===== src/rtl/multicycle_ctrl.sv =====
// multicycle_ctrl: IF/ID/EX/MEM/WB control FSM for an RV32I-subset multicycle datapath.
// Define CTRL_ILLEGAL_TRAP_EN to halt on illegal instructions; otherwise they retire as NOPs.
module multicycle_ctrl #(
    parameter logic [31:0] NOP_INSTR = 32'h00000013
) (
    input  logic        clk,
    input  logic        rst,
    input  logic [31:0] instr,
    input  logic        iReady,
    input  logic        dReady,
    input  logic        Zero,
    output logic [31:0] instrOut,
    output logic        PCSrc,
    output logic        ALUSrc,
    output logic        RegWrite,
    output logic        MemToReg,
    output logic        loadPC,
    output logic [3:0]  ALUCtrl,
    output logic        MemRead,
    output logic        MemWrite,
`ifdef CTRL_ILLEGAL_TRAP_EN
    output logic        illegal,
`endif
    output logic [2:0]  state
);
    localparam logic [3:0] ALU_AND = 4'b0000, ALU_OR  = 4'b0001, ALU_ADD = 4'b0010,
                           ALU_XOR = 4'b0100, ALU_SUB = 4'b0110, ALU_SLT = 4'b0111,
                           ALU_SRL = 4'b1000, ALU_SLL = 4'b1001, ALU_SRA = 4'b1010;

    typedef enum logic [2:0] {
        S_IF  = 3'd0,
        S_ID  = 3'd1,
        S_EX  = 3'd2,
        S_MEM = 3'd3,
`ifdef CTRL_ILLEGAL_TRAP_EN
        S_HALT = 3'd5,
`endif
        S_WB  = 3'd4
    } state_t;

    state_t      state_q, state_d;
    logic [31:0] ir;
    logic        zero_q;
    logic [3:0]  func_op, alu_op;
    logic [6:0]  opcode, f7;
    logic [2:0]  f3;
    logic        alt, is_r, is_i, r_ok, i_ok, is_lw, is_sw, is_beq, is_mem, exec;

    assign opcode = ir[6:0];
    assign f3     = ir[14:12];
    assign f7     = ir[31:25];
    assign alt    = f7 == 7'b0100000;
    assign is_r   = opcode == 7'b0110011;
    assign is_i   = opcode == 7'b0010011;
    assign is_lw  = opcode == 7'b0000011 && f3 == 3'b010;
    assign is_sw  = opcode == 7'b0100011 && f3 == 3'b010;
    assign is_beq = opcode == 7'b1100011 && f3 == 3'b000;
    assign is_mem = is_lw || is_sw;
    // funct3=011 (SLTU/SLTIU) has no ALU code, so it is rejected along with bad funct7 patterns
    assign r_ok   = is_r && f3 != 3'b011 &&
                    (f7 == 7'd0 || (alt && (f3 == 3'b000 || f3 == 3'b101)));
    assign i_ok   = is_i && f3 != 3'b011 &&
                    (f3 == 3'b001 ? f7 == 7'd0 : f3 == 3'b101 ? (f7 == 7'd0 || alt) : 1'b1);

    always_comb begin
        case (f3)
            3'b000:  func_op = (is_r && alt) ? ALU_SUB : ALU_ADD;
            3'b001:  func_op = ALU_SLL;
            3'b010:  func_op = ALU_SLT;
            3'b100:  func_op = ALU_XOR;
            3'b101:  func_op = alt ? ALU_SRA : ALU_SRL;
            3'b110:  func_op = ALU_OR;
            default: func_op = ALU_AND;
        endcase
    end

    assign alu_op = is_beq ? ALU_SUB : (r_ok || i_ok) ? func_op : ALU_ADD;

    always_comb begin
        state_d = state_q;
        case (state_q)
            S_IF:    state_d = iReady ? S_ID : S_IF;
`ifdef CTRL_ILLEGAL_TRAP_EN
            S_ID:    state_d = (r_ok || i_ok || is_mem || is_beq) ? S_EX : S_HALT;
            S_HALT:  state_d = S_HALT;
`else
            S_ID:    state_d = S_EX;
`endif
            S_EX:    state_d = S_MEM;
            S_MEM:   state_d = (is_mem && !dReady) ? S_MEM : S_WB;
            S_WB:    state_d = S_IF;
            default: state_d = S_IF;
        endcase
    end

    always_ff @(posedge clk or negedge rst) begin
        if (!rst) begin
            state_q <= S_IF;
            ir      <= NOP_INSTR;
            zero_q  <= 1'b0;
        end else begin
            state_q <= state_d;
            if (state_q == S_IF && iReady) ir <= instr;
            if (state_q == S_EX) zero_q <= Zero;
        end
    end

    // all outputs are Moore-decoded, so async reset clears them without a clock edge
    assign exec     = state_q == S_EX || state_q == S_MEM || state_q == S_WB;
    assign instrOut = ir;
    assign state    = state_q;
    assign ALUSrc   = exec && (i_ok || is_mem);
    assign ALUCtrl  = exec ? alu_op : 4'b0000;
    assign MemRead  = state_q == S_MEM && is_lw;
    assign MemWrite = state_q == S_MEM && is_sw;
    assign MemToReg = (state_q == S_MEM || state_q == S_WB) && is_lw;
    assign RegWrite = state_q == S_WB && (r_ok || i_ok || is_lw) && ir[11:7] != 5'd0;
    assign loadPC   = state_q == S_WB;
    assign PCSrc    = state_q == S_WB && is_beq && zero_q;
`ifdef CTRL_ILLEGAL_TRAP_EN
    assign illegal  = state_q == S_HALT;
`endif
endmodule


===== config.mk =====
export PLATFORM = sky130hd
export DESIGN_NAME = multicycle_ctrl
export DESIGN_NICKNAME = d
export VERILOG_FILES = /design/src/rtl/multicycle_ctrl.sv
export SDC_FILE = /design/constraint.sdc
export NUM_CORES = 1
export LEC_CHECK = 0
export CAP_MARGIN = 10
export CORE_MARGIN = 2
export CORE_UTILIZATION = 43
export CTS_CLUSTER_SIZE = 14
export DETAILED_ROUTE_END_ITERATION = 12
export PLACE_DENSITY = 0.85
export RECOVER_POWER = 25
export SKIP_LAST_GASP = 1
export SLEW_MARGIN = 40
export SYNTH_ARGS = -nofsm -noshare
export SYNTH_HDL_FRONTEND = slang
export SYNTH_SLANG_ARGS = --single-unit

===== constraint.sdc =====
create_clock -name clk -period 5.55 [get_ports clk]
set_clock_uncertainty 0.15 [all_clocks]
set_input_delay 1.11 -clock clk [delete_from_list [all_inputs] [get_ports clk]]
set_output_delay 1.11 -clock clk [all_outputs]
set_load 0.02 [all_outputs]

==> flow_metrics.env, run 1 <==
export IMPL_outcome="finished, violations left"
export IMPL_cts_inserted_buffers=5
export IMPL_timing_critical_path_to_type="primary output"
export IMPL_synth_register_bits=36
export IMPL_synth_net_count=176
export IMPL_netlist_area_sq_um=1670
export IMPL_yosys_cell_count_top_type="sky130_fd_sc_hd__dfrtp_1"
export IMPL_cts_repair_resized=0
export IMPL_synth_commonest_cells="sky130_fd_sc_hd__dfrtp_1 (33), sky130_fd_sc_hd__mux2_2 (29), sky130_fd_sc_hd__inv_1 (8), sky130_fd_sc_hd__a21oi_1 (7)"
export IMPL_cts_root_buffer="sky130_fd_sc_hd__clkbuf_8"
export IMPL_ir_drop_v=0.000345
export IMPL_worst_setup_path_start_kind="flip-flop"
export IMPL_core_rowCount=22
export IMPL_synth_edff_count=0
export IMPL_synth_lib_cells_used_distinct=33
export IMPL_post_synth_cell_area_avg_sq_um=12.0
export IMPL_routabilityCongestion=0.849
export IMPL_htreeDepth=2
export IMPL_fillCellCount=301
export IMPL_timing_setup_critical_path_class="reg2out"
export IMPL_cts_hold_repair_buffers=0
export IMPL_route_detailed_drc=0
export IMPL_synth_largest_area_cell="sky130_fd_sc_hd__dfrtp_1"
export IMPL_number_of_synthesis_warnings=0
export IMPL_yosys_area_top_type_share=0.494
export IMPL_post_layout_total_power_mw=1.57
export IMPL_grt_setup_unrepaired="no"
export IMPL_number_of_violations_reported_at_the_end_of_detailed_routing_iteration_0=51
export IMPL_placement_io_buffers=82
export IMPL_number_of_antenna_violations_at_the_first_check_in_global_routing=0
export IMPL_cts_tree="yes"
export IMPL_syn_to_final_growth_pct=56.9
export IMPL_dp_hpwl_um=3130
export IMPL_critical_path_peak_fanout=4
export IMPL_grt_busiest_layer="met2"
export IMPL_overflow=0
export IMPL_power_per_cell_area_nw_per_um2=600
export IMPL_number_of_global_route_vias_before_repair=1425
export IMPL_groute_usage_overall=0.208
export IMPL_die_area_sq_um=4400
export IMPL_post_drt_via_cell_ratio=5.19
export IMPL_fmax_mhz=261
export IMPL_setup_violations_final=0
export IMPL_design_core_area_sq_um=3690
export IMPL_groute_layer_met1_usage=0.249
export IMPL_max_slew_margin=-0.272
export IMPL_antennaDiodeCount=0
export IMPL_grt_use_met3=0.0733
export IMPL_cts_buffer_depth=2
export IMPL_cts_reportedPaths_clkPinSlew_ps=70
export IMPL_ys_flop_type="sky130_fd_sc_hd__dfrtp_1"
export IMPL_via_count=1411
export IMPL_layout_drive_gt1_share=0.210
export IMPL_worstPathArrival_ps=2570
export IMPL_antenna_left=0
export IMPL_synth_top_cells_by_area="sky130_fd_sc_hd__dfrtp_1 (49%), sky130_fd_sc_hd__mux2_2 (20%), sky130_fd_sc_hd__dfstp_2 (4.7%)"
export IMPL_worstMarginPinSlew_ps=1910
export IMPL_drv_slew=37
export IMPL_top_level_ports=83
export IMPL_clock_latency_ps=280
export IMPL_initial_utilization=0.453
export IMPL_first_pass_grt_wire_length_um=6770
export IMPL_area_sequential_sq_um=905
export IMPL_combined_area_of_the_multi_input_logic_cells_sq_um=693
export IMPL_syn_inst=139
export IMPL_worst_endpoint_required_ps=4290
export IMPL_seq_area_frac_synth=0.542
export IMPL_cts_sink_count=36
export IMPL_layout_nets=260
export IMPL_wl_per_cell_um=15.6
export IMPL_min_delay_path_class="reg2reg"
export IMPL_asyncSetResetFlopFracSynth=1.00
export IMPL_timing_setup_tns_ps=0
export IMPL_leakagePower_nw=1.04
export IMPL_globalRouteMet2Util=0.345
export IMPL_die_height_um=66.3
export IMPL_total_length_of_routed_wires_um=4230
export IMPL_failing_checks="capacitance limit, slew limit"
export IMPL_detailedRoute_firstPassIterationCount=4
export IMPL_grt_max_degree=37
export IMPL_number_of_post_cts_setup_repair_buffers=0
export IMPL_finalCritPeriodShare=0.690
export IMPL_max_cap_viol_count=1
export IMPL_final_min_clock_period_ps=3830
export IMPL_chipWidth_um=66.3
export IMPL_hold_violations=0
-- layer usage --
layer | part of all wire | vias to the layer above | wire [um]
met3 | 0.069 | 9 | 294
li1 | - | 670 | -
met1 | 0.43 | 676 | 1810
met2 | 0.48 | 56 | 2050
met5 | 0 | - | 0
met4 | 0.018 | 0 | 78
-- metrics by stage --
step / instance area, sq um / cells / hold WS, ps / setup slack, ps / utilization
detailed placement: 2510 / 264 / 325 / 2030 / 0.681
global route: 2620 / 272 / 363 / 1600 / 0.711
global placement: 2510 / 264 / 323 / 2100 / 0.681
floorplan: 1670 / 139 / 321 / 2470 / -
finish: 2620 / 272 / 348 / 1720 / 0.711
CTS: 2620 / 272 / 335 / 1720 / 0.711
-- logic make-up after synthesis --
group | synth area share
buffers and inverters | 0.0434
flip-flops | 0.542
multiplexers | 0.196
AO/OA/AOI/OAI | 0.0959
AND/OR/NAND/NOR | 0.124
-- final cells by class --
class / count / share of cell area
Clock buffer: 5 / 0.0263
Clock inverter: 3 / 0.0162
Inverter: 8 / 0.0115
Multi-Input combinational cell: 89 / 0.264
Sequential cell: 36 / 0.345
Tap cell: 48 / 0.0229
Timing Repair Buffer: 83 / 0.314
-- state kept, by name, indices dropped and copies added (netlist names) --
name and flops:
instrOut 32, state 3, zero_q 1
-- path summary, 6_finish.rpt --
check	slack, ps	endpoint	cells after the start	start
min in group asynchronous	1200	instrOut[15]	1	rst
max in group asynchronous	2960	instrOut[16]	1	rst
hold reg to reg	350	state[0]	1	state[2]
setup reg to reg	3680	state[0]	4	instrOut[1]
hold / removal	350	state[0]	1	state[2]
setup / recovery	1720	ALUCtrl[2]	5	instrOut[1]
-- cell usage in the layout (no fill, tap or decap), types with 2 or more instances in the layout --
cell type / Yosys / routed
sky130_fd_sc_hd__nor4_1: 2 / 2
sky130_fd_sc_hd__nand2b_1: 3 / 3
sky130_fd_sc_hd__nor2_1: 6 / 6
sky130_fd_sc_hd__dfstp_2: 3 / 3
sky130_fd_sc_hd__nand3_1: 2 / 2
sky130_fd_sc_hd__nand4_1: 2 / 2
sky130_fd_sc_hd__o21ai_0: 6 / 6
sky130_fd_sc_hd__inv_1: 8 / 8
sky130_fd_sc_hd__nand2_1: 5 / 5
sky130_fd_sc_hd__mux2_2: 29 / 29
sky130_fd_sc_hd__a31oi_1: 2 / 2
sky130_fd_sc_hd__and3_1: 2 / 2
sky130_fd_sc_hd__a21oi_1: 7 / 7
sky130_fd_sc_hd__clkdlybuf4s50_1: 0 / 81
sky130_fd_sc_hd__nand4b_1: 2 / 2
sky130_fd_sc_hd__or4_1: 2 / 2
sky130_fd_sc_hd__clkbuf_8: 0 / 5
sky130_fd_sc_hd__nor2b_1: 3 / 3
sky130_fd_sc_hd__dfrtp_1: 33 / 33
sky130_fd_sc_hd__nor3_1: 3 / 3
-- power breakdown --
part	leakage, nW	switching, mW	internal (mW)	total, mW
clock network	0.0541	0.0935	0.133	0.226
registers	0.425	0.127	0.406	0.533
logic	0.564	0.385	0.429	0.813
-- worst max-delay path, cell delays in order, from the launching register on --
cell and delay [ps]:
sky130_fd_sc_hd__dfstp_2 550, sky130_fd_sc_hd__and4bb_2 290, sky130_fd_sc_hd__nand4b_1 160, sky130_fd_sc_hd__or4_1 440, sky130_fd_sc_hd__a211oi_2 230, sky130_fd_sc_hd__clkdlybuf4s50_1 630
No activity file was read; power rests on OpenSTA's default activity.
==> run 2, diff against run 1 <==
CORE_UTILIZATION = 36   (was 43)
PLACE_DENSITY = 0.76   (was 0.85)
clock period = 3.4 ns   (was 5.55 ns; I/O delays follow)
==> flow_metrics.env, run 2 (same netlist as run 1, synthesis figures left out) <==
export IMPL_critPathTopFamily="simple AND/OR/NAND/NOR gates"
export IMPL_cts_tree="yes"
export IMPL_chipWidth_um=72.1
export IMPL_final_min_clock_period_ps=3230
export IMPL_cp_num_cells=6
export IMPL_leakagePower_nw=1.08
export IMPL_outcome="finished, violations left"
export IMPL_number_of_post_cts_setup_repair_buffers=0
export IMPL_syn_to_final_growth_pct=57.3
export IMPL_fmax_mhz=309
export IMPL_timing_setup_tns_ps=0
export IMPL_number_of_violations_reported_at_the_end_of_detailed_routing_iteration_0=146
export IMPL_clock_latency_ps=280
export IMPL_cts_buffer_depth=2
export IMPL_design_core_area_sq_um=4410
export IMPL_wl_per_cell_um=14.3
export IMPL_antenna_left=0
export IMPL_mostFrequentLayoutCell="sky130_fd_sc_hd__clkdlybuf4s50_1"
export IMPL_sum_of_buffers_and_inverters_on_the_critical_path=1
export IMPL_total_length_of_routed_wires_um=3960
export IMPL_number_of_antenna_violations_at_the_first_check_in_global_routing=0
export IMPL_timing_critical_path_to_type="primary output"
export IMPL_htreeDepth=2
export IMPL_grt_setup_unrepaired="no"
export IMPL_dpl_worst_slack_ps=350
export IMPL_top_level_ports=83
export IMPL_hold_depth=1
export IMPL_cts_reportedPaths_clkPinSlew_ps=70
export IMPL_failing_checks="capacitance limit, slew limit"
export IMPL_die_area_sq_um=5200
export IMPL_worst_endpoint_required_ps=2570
export IMPL_power_per_cell_area_nw_per_um2=948
export IMPL_cts_sink_count=36
export IMPL_setup_violations_final=0
export IMPL_groute_usage_overall=0.159
export IMPL_critical_path_peak_fanout=5
export IMPL_min_delay_path_class="reg2reg"
export IMPL_crit_path_cell_trace="nor4_2, and2_1, nand4_1, o21a_2, nor3_1, clkdlybuf4s50_1"
export IMPL_drv_slew=37
export IMPL_die_height_um=72.1
export IMPL_via_count=1403
export IMPL_first_pass_grt_wire_length_um=6350
export IMPL_cts_inserted_buffers=5
export IMPL_largest_reg_flops=32
export IMPL_ir_drop_v=0.000436
export IMPL_number_of_global_route_vias_before_repair=1325
export IMPL_layout_nets=261
export IMPL_overflow=0
export IMPL_dp_hpwl_um=3010
export IMPL_worst_setup_path_start_kind="flip-flop"
export IMPL_cts_hold_repair_buffers=0
export IMPL_cts_root_buffer="sky130_fd_sc_hd__clkbuf_8"
export IMPL_routabilityCongestion=0.820
export IMPL_critical_path_max_stage_delay_ps=630
export IMPL_max_slew_margin=-0.292
export IMPL_core_rowCount=24
export IMPL_utilization=0.595
export IMPL_layout_drive_gt1_share=0.213
export IMPL_cp_slowest_cell="sky130_fd_sc_hd__clkdlybuf4s50_1"
export IMPL_worstMarginPinSlew_ps=1940
export IMPL_post_drt_via_cell_ratio=5.06
export IMPL_placement_io_buffers=82
export IMPL_initial_utilization=0.378
export IMPL_timing_reg2reg_worst_path_depth=4
export IMPL_detailedRoute_firstPassIterationCount=4
export IMPL_worstPathArrival_ps=2400
export IMPL_grt_max_degree=37
export IMPL_worst_slack_ps=168
export IMPL_timing_setup_critical_path_class="reg2out"
export IMPL_route_detailed_drc=0
export IMPL_antennaDiodeCount=0
export IMPL_final_cell_mix="sky130_fd_sc_hd__clkdlybuf4s50_1 (79), sky130_fd_sc_hd__dfrtp_1 (33), sky130_fd_sc_hd__mux2_2 (29), sky130_fd_sc_hd__inv_1 (8), sky130_fd_sc_hd__a21oi_1 (7)"
export IMPL_hold_violations=0
export IMPL_finalCritPeriodShare=0.951
export IMPL_post_layout_total_power_mw=2.49
export IMPL_max_cap_viol_count=1
[run 2: cell types whose count changed in the layout (fill, tap and decap cells not counted), sizes merged]
| cell | delta |
|---|---|
| clkinv | -1 |
| bufinv | -1 |
| clkbuf | +2 |
| buf | +1 |
| clkdlybuf4s50 | -2 |
| dlymetal6s2s | +2 |
[run 2: area by class of cell]
cell class                 count  area, sq um
inverter                       8         30.0
tap                           52         65.1
sequential                    36          905
multi-input combinational     89          699
timing repair buffer          84          835
fill                         402         1790
clock buffer                   7         86.3
clock inverter                 1         7.51
[run 2: path summary, 6_finish.rpt]
check,slack (ps),from,end
worst max-delay path,170,instrOut[26],ALUCtrl[3]
worst min-delay path,340,state[2],state[0]
worst max register to register,1370,state[1],instrOut[24]
worst min register to register,340,state[2],state[0]
max in group asynchronous,1190,rst,instrOut[7]
min in group asynchronous,780,rst,instrOut[2]
[run 2: routing by layer]
metal	global-route usage	part of all wire	vias up
met5	0	0	-
met4	0.0692	0.012	0
met3	0.0458	0.067	5
met2	0.257	0.50	48
met1	0.200	0.42	679
li1	-	-	671
[run 2: repair_timing]
action / in CTS / in global routing
endpoints found under the setup margin: 0 / 3
hold endpoints to repair: 0 / 0
gates resized for setup: 0 / 3
[run 2: power by group]
group	leakage [nW]	total, mW	switching [mW]	internal [mW]
logic	0.608	1.32	0.611	0.706
clock network	0.0445	0.308	0.144	0.165
registers	0.425	0.867	0.205	0.662
total	1.08	2.49	0.959	1.53
[run 2: per-stage QoR]
stage	instance area, sq um	instances	hold slack [ps]
6_report	2630	277	341
5_1_grt	2630	277	374
4_1_cts	2620	277	341
3_5_place_dp	2520	269	330
3_3_place_gp	2520	269	330
2_1_floorplan	1670	139	234
